[src/rtl/operand_entry_if.sv]
// Keypad-side and consumer-side signals of the operand entry stage.
// The slave modport is the entry block; the master modport is the environment around it.
interface operand_entry_if #(
  parameter int WIDTH = 16
);
  logic             key_valid;
  logic [4:0]       key_code;
  logic             key_ready;
  logic [WIDTH-1:0] x_out;
  logic [WIDTH-1:0] y_out;
  logic             op_valid;
  logic             op_ready;
  logic [WIDTH-1:0] disp_out;
  logic             entering_y;
  logic [2:0]       digit_cnt;
  logic             ovf;

  modport slave (
    input  key_valid, key_code, op_ready,
    output key_ready, x_out, y_out, op_valid, disp_out, entering_y, digit_cnt, ovf
  );

  modport master (
    output key_valid, key_code, op_ready,
    input  key_ready, x_out, y_out, op_valid, disp_out, entering_y, digit_cnt, ovf
  );
endinterface

[src/rtl/operand_entry.sv]
// Builds two hex operands from keypad digit codes and offers them as a pair
// through a valid/ready handshake; all outputs are registers or state decodes.
module operand_entry #(
  parameter int WIDTH = 16
) (
  input  logic            clk,
  input  logic            rst_n,
  operand_entry_if.slave  bus
);
  localparam int DIGITS = WIDTH / 4;
  localparam logic [2:0] CNT_MAX   = 3'(DIGITS);
  localparam logic [4:0] KEY_ENTER = 5'h10;
  localparam logic [4:0] KEY_CLEAR = 5'h11;

  typedef enum logic [1:0] {
    S_X     = 2'd0,
    S_Y     = 2'd1,
    S_ISSUE = 2'd2
  } state_t;

  state_t           state_reg, state_next;
  logic [WIDTH-1:0] x_reg, x_next;
  logic [WIDTH-1:0] y_reg, y_next;
  logic [2:0]       cnt_reg, cnt_next;
  logic             ovf_reg, ovf_next;

  logic             key_ready;
  logic             key_fire;
  logic             is_digit;
  logic [WIDTH-1:0] edit_op;
  logic [WIDTH-1:0] edit_shift;

  assign key_ready = (state_reg != S_ISSUE);
  assign key_fire  = bus.key_valid && key_ready;
  assign is_digit  = !bus.key_code[4];
  assign edit_op   = (state_reg == S_X) ? x_reg : y_reg;

  // Nibble-lane shift: the new digit enters the least significant nibble.
  genvar gi;
  generate
    for (gi = 0; gi < DIGITS; gi++) begin : g_nibble
      if (gi == 0) begin : g_low
        assign edit_shift[3:0] = bus.key_code[3:0];
      end else begin : g_up
        assign edit_shift[gi*4 +: 4] = edit_op[(gi-1)*4 +: 4];
      end
    end
  endgenerate

  always_ff @(posedge clk or negedge rst_n) begin
    if (!rst_n) begin
      state_reg <= S_X;
      x_reg     <= '0;
      y_reg     <= '0;
      cnt_reg   <= '0;
      ovf_reg   <= 1'b0;
    end else begin
      state_reg <= state_next;
      x_reg     <= x_next;
      y_reg     <= y_next;
      cnt_reg   <= cnt_next;
      ovf_reg   <= ovf_next;
    end
  end

  always_comb begin
    state_next = state_reg;
    x_next     = x_reg;
    y_next     = y_reg;
    cnt_next   = cnt_reg;
    ovf_next   = ovf_reg;
    case (state_reg)
      S_X, S_Y: begin
        if (key_fire) begin
          if (is_digit) begin
            // A full operand ignores further digits and only flags overflow.
            if (cnt_reg == CNT_MAX) begin
              ovf_next = 1'b1;
            end else begin
              if (state_reg == S_X) begin
                x_next = edit_shift;
              end else begin
                y_next = edit_shift;
              end
              cnt_next = cnt_reg + 3'd1;
            end
          end else if (bus.key_code == KEY_ENTER) begin
            if (state_reg == S_X) begin
              state_next = S_Y;
              cnt_next   = '0;
              y_next     = '0;
            end else begin
              state_next = S_ISSUE;
            end
          end else if (bus.key_code == KEY_CLEAR) begin
            state_next = S_X;
            x_next     = '0;
            y_next     = '0;
            cnt_next   = '0;
            ovf_next   = 1'b0;
          end
        end
      end
      S_ISSUE: begin
        if (bus.op_ready) begin
          state_next = S_X;
          x_next     = '0;
          y_next     = '0;
          cnt_next   = '0;
          ovf_next   = 1'b0;
        end
      end
      default: begin
        state_next = S_X;
      end
    endcase
  end

  assign bus.key_ready  = key_ready;
  assign bus.op_valid   = (state_reg == S_ISSUE);
  assign bus.entering_y = (state_reg == S_Y);
  assign bus.x_out      = x_reg;
  assign bus.y_out      = y_reg;
  assign bus.disp_out   = edit_op;
  assign bus.digit_cnt  = cnt_reg;
  assign bus.ovf        = ovf_reg;
endmodule

[src/flat_wrapper.sv]
// flat-port wrapper written by rule: the top's interface ports become plain ports
module operand_entry_flat 
#(
  parameter int WIDTH = 16
)
  (clk, rst_n, bus_key_valid, bus_key_code, bus_op_ready, bus_key_ready, bus_x_out, bus_y_out, bus_op_valid, bus_disp_out, bus_entering_y, bus_digit_cnt, bus_ovf);
  operand_entry_if #(.WIDTH(WIDTH)) bus_i ();
  input  logic clk;
  input  logic rst_n;
  input wire logic [$bits(bus_i.key_valid)-1:0] bus_key_valid;
  input wire logic [$bits(bus_i.key_code)-1:0] bus_key_code;
  input wire logic [$bits(bus_i.op_ready)-1:0] bus_op_ready;
  output wire logic [$bits(bus_i.key_ready)-1:0] bus_key_ready;
  output wire logic [$bits(bus_i.x_out)-1:0] bus_x_out;
  output wire logic [$bits(bus_i.y_out)-1:0] bus_y_out;
  output wire logic [$bits(bus_i.op_valid)-1:0] bus_op_valid;
  output wire logic [$bits(bus_i.disp_out)-1:0] bus_disp_out;
  output wire logic [$bits(bus_i.entering_y)-1:0] bus_entering_y;
  output wire logic [$bits(bus_i.digit_cnt)-1:0] bus_digit_cnt;
  output wire logic [$bits(bus_i.ovf)-1:0] bus_ovf;
  assign bus_i.key_valid = bus_key_valid;
  assign bus_i.key_code = bus_key_code;
  assign bus_i.op_ready = bus_op_ready;
  assign bus_key_ready = bus_i.key_ready;
  assign bus_x_out = bus_i.x_out;
  assign bus_y_out = bus_i.y_out;
  assign bus_op_valid = bus_i.op_valid;
  assign bus_disp_out = bus_i.disp_out;
  assign bus_entering_y = bus_i.entering_y;
  assign bus_digit_cnt = bus_i.digit_cnt;
  assign bus_ovf = bus_i.ovf;
  operand_entry #(.WIDTH(WIDTH)) u_core (.clk(clk), .rst_n(rst_n), .bus(bus_i));
endmodule
[config.mk]
export PLATFORM = sky130hd
export DESIGN_NAME = operand_entry_flat
export DESIGN_NICKNAME = d
export VERILOG_FILES = /design/src/rtl/operand_entry_if.sv /design/src/rtl/operand_entry.sv /design/src/flat_wrapper.sv
export SDC_FILE = /design/constraint.sdc
export NUM_CORES = 1
export LEC_CHECK = 0
export CORE_UTILIZATION = 45
export DETAILED_ROUTE_END_ITERATION = 7
export PLACE_DENSITY = 0.77
export RECOVER_POWER = 25
export SLEW_MARGIN = 20
export SYNTH_ARGS = -nofsm -noshare
export SYNTH_HDL_FRONTEND = slang
export SYNTH_SLANG_ARGS = --single-unit
export TNS_END_PERCENT = 10
[constraint.sdc]
create_clock -name clk -period 2.1 [get_ports clk]
set_input_delay 0.315 -clock clk [delete_from_list [all_inputs] [get_ports clk]]
set_output_delay 0.315 -clock clk [all_outputs]
set_load 0.005 [all_outputs]
==> impl_metrics.tcl <==
set metrics [dict create \
    tightest_slew_ns 0.950 \
    chipWidth_um 70.5 \
    synth-edff-count 0 \
    drv_slew 0 \
    hold_class "primary input to async pin" \
    htreeDepth 2 \
    synth-seq-cells 38 \
    register_area_um2 953 \
    place.gp.congestion 0.862 \
    antenna_found_initial 0 \
    dp_cells 326 \
    initial_core_util_pct 47.5 \
    io_buffers 63 \
    synth_cells 204 \
    drive_above_1_share_pct 27.7 \
    numClockSinks 38 \
    synth_nets 215 \
    ios 64 \
    setup_tns_ns 0 \
    postSynthAreaPerCell_um2 10.3 \
    hold_viol 0 \
    finalSetupViolCount 0 \
    utilization_pct 67.2 \
    syn_area_mm2 0.00211 \
    worstSkewPairLatency_ns 0.29 \
    core_mm2 0.00444 \
    multiInputGateArea_mm2 0.00107 \
    async_flop_share_pct 100 \
    cp-end-kind "primary output" \
    whs_ns 0.250 \
    num-nets-final 295 \
    ys_types 38 \
    grtUsageTotal_pct 21.6 \
    syn_to_final_growth_pct 41.6 \
    critPathLaunchType "flip-flop" \
    vias_per_cell 5.28 \
    yosysWarnings 0 \
    fin_worst_skew_ns 0.0101 \
    rr_worst_depth 7 \
    diodes 0 \
    outcome "finished with violations" \
    grt_pass1_vias 1688 \
    p_leak_uw 0.00138 \
    path_class "flip-flop to primary output" \
    grt-ovfl-total 0 \
    peakVddDrop_mv 0.633 \
    period_needed_ns 2.02 \
    synth_top_flop_cell "dfrtp_1" \
    die_height_um 70.5 \
    crit_fanout 8 \
    cts_tree "built" \
    critPathArrivalTime_ns 1.71 \
    fin_cells 337 \
    rsz0062_at_grt "false" \
    fin_crit_sh_pct 96.3 \
    p_total_uw 3170 \
    grt_max_degree 39 \
    wl_um 5130 \
    powerDensity_mw_per_mm2 1060 \
    ys_seq_area_share_pct 45.1 \
    n_fill_cell 359 \
    drc_errors 8 \
    violations "design-rule violations" \
    dieArea_mm2 0.00497 \
    clock.fmax_mhz 495 \
    synth_area_leaders "dfrtp_1 (45%), mux2_2 (13%), nand2_1 (11%)" \
    first_pass_iters 6 \
    ant_nets 0 \
    wl_per_cell_um 15.2 \
    vias 1778 \
    drt-initial-drc-count 142 \
    synth_top_cell_by_area "dfrtp_1" \
    postCtsHoldBufs 0 \
    cp.required_ns 1.78 \
    reg2reg_slack_ns 0.12 \
    drv_cap 0 \
    slew_headroom_pct 36.7 \
    cts_root_buffer "clkbuf_8" \
    dpl.hpwl_um 3520 \
    grt_pass1_wl_um 8350 \
    yosys.area.top_type_share_pct 45.1 \
    clkTransAtPathRegs_ns 0.08 \
    clk_path_buf_depth 2 \
    cts_buffers 5 \
    rows 24 \
]
[routing by layer]
layer	vias to the layer above	GRT usage, %	share of wire [%]
met4	0	5.22	1.1
met1	858	29.2	45
li1	844	-	-
met2	68	35.7	48
met5	-	0	0
met3	8	4.04	5.9
[layout make-up]
class | count | share of cell area (%)
clock buffers | 6 | 2.76
clock inverters | 2 | 0.419
inverters | 3 | 0.377
multi-input cells | 153 | 35.7
flip-flops and latches | 38 | 31.9
well taps | 52 | 2.18
repair buffers | 83 | 26.6
[final timing paths]
path                                           from                  end
worst max-delay path            u_core.state_reg[1]        bus_key_ready
worst min-delay path                          rst_n  u_core.bus.x_out[2]
worst max register to register  u_core.state_reg[1]  u_core.bus.x_out[1]
worst min register to register       u_core.bus.ovf       u_core.bus.ovf
max in group asynchronous                     rst_n  u_core.state_reg[0]
min in group clk                     u_core.bus.ovf       u_core.bus.ovf
[cell families (layout without fill, tap and decap cells)]
logic type               after synthesis  in the layout  share of synthesized area (%)
AND/OR/NAND/NOR                       91             91                           20.5
flip-flops                            38             38                           45.1
multiplexers                          36             36                           20.9
AO/OA/AOI/OAI                         24             24                           7.47
buffers and inverters                 13             94                           4.86
adder cells (fa/ha/maj)                2              2                           1.19
[through the flow]
| stage | instance area [um2] | setup WS (ns) |
|---|---|---|
| finish | 2990 | 0.0780 |
| global route | 2990 | 0.00910 |
| CTS | 2990 | 0.0438 |
| detailed placement | 2860 | -0.108 |
| global placement | 2860 | -0.0551 |
| floorplan | 2110 | 0.233 |
[worst max-delay path, cell delays in order, from the launching register on]
cell	delay, ns
dfrtp_2	0.45
buf_4	0.17
and2b_2	0.22
inv_2	0.08
clkdlybuf4s50_1	0.50
[synthesized netlist by cell type (all sizes together) (2+ instances only)]
| cell | instances |
|---|---|
| a21oi | 14 |
| and2 | 4 |
| and2b | 5 |
| buf | 6 |
| clkbuf | 4 |
| dfrtp | 38 |
| ha | 2 |
| inv | 3 |
| mux2 | 34 |
| mux2i | 2 |
| nand2 | 63 |
| nand3 | 2 |
| nor2 | 7 |
| nor3 | 2 |
| nor3b | 3 |
| o21ai | 4 |
[power by group]
group / internal (uW) / leakage (uW) / switching, uW
clock: 264 / 0.0000472 / 263
sequential: 945 / 0.000506 / 209
combinational: 928 / 0.000831 / 564
[timing repair]
action	in CTS	in global routing
setup buffers	2	0
gates resized for setup	6	1
endpoints found under the setup margin	16	1
gates cloned	1	0
[placed cells by master, fill, tap and decap left out, types with 2 or more instances in the layout]
master,count
a21oi_1,14
and2_1,3
and2b_2,4
buf_12,2
buf_2,2
buf_4,16
clkbuf_8,6
clkdlybuf4s50_1,62
dfrtp_1,36
dfrtp_2,2
ha_1,2
inv_1,2
mux2_2,24
mux2_4,10
mux2i_1,2
nand2_1,63
nor2_1,5
nor2_4,2
nor3_1,2
nor3b_1,2
o21ai_0,3
Power figures use the tool's default switching activity.
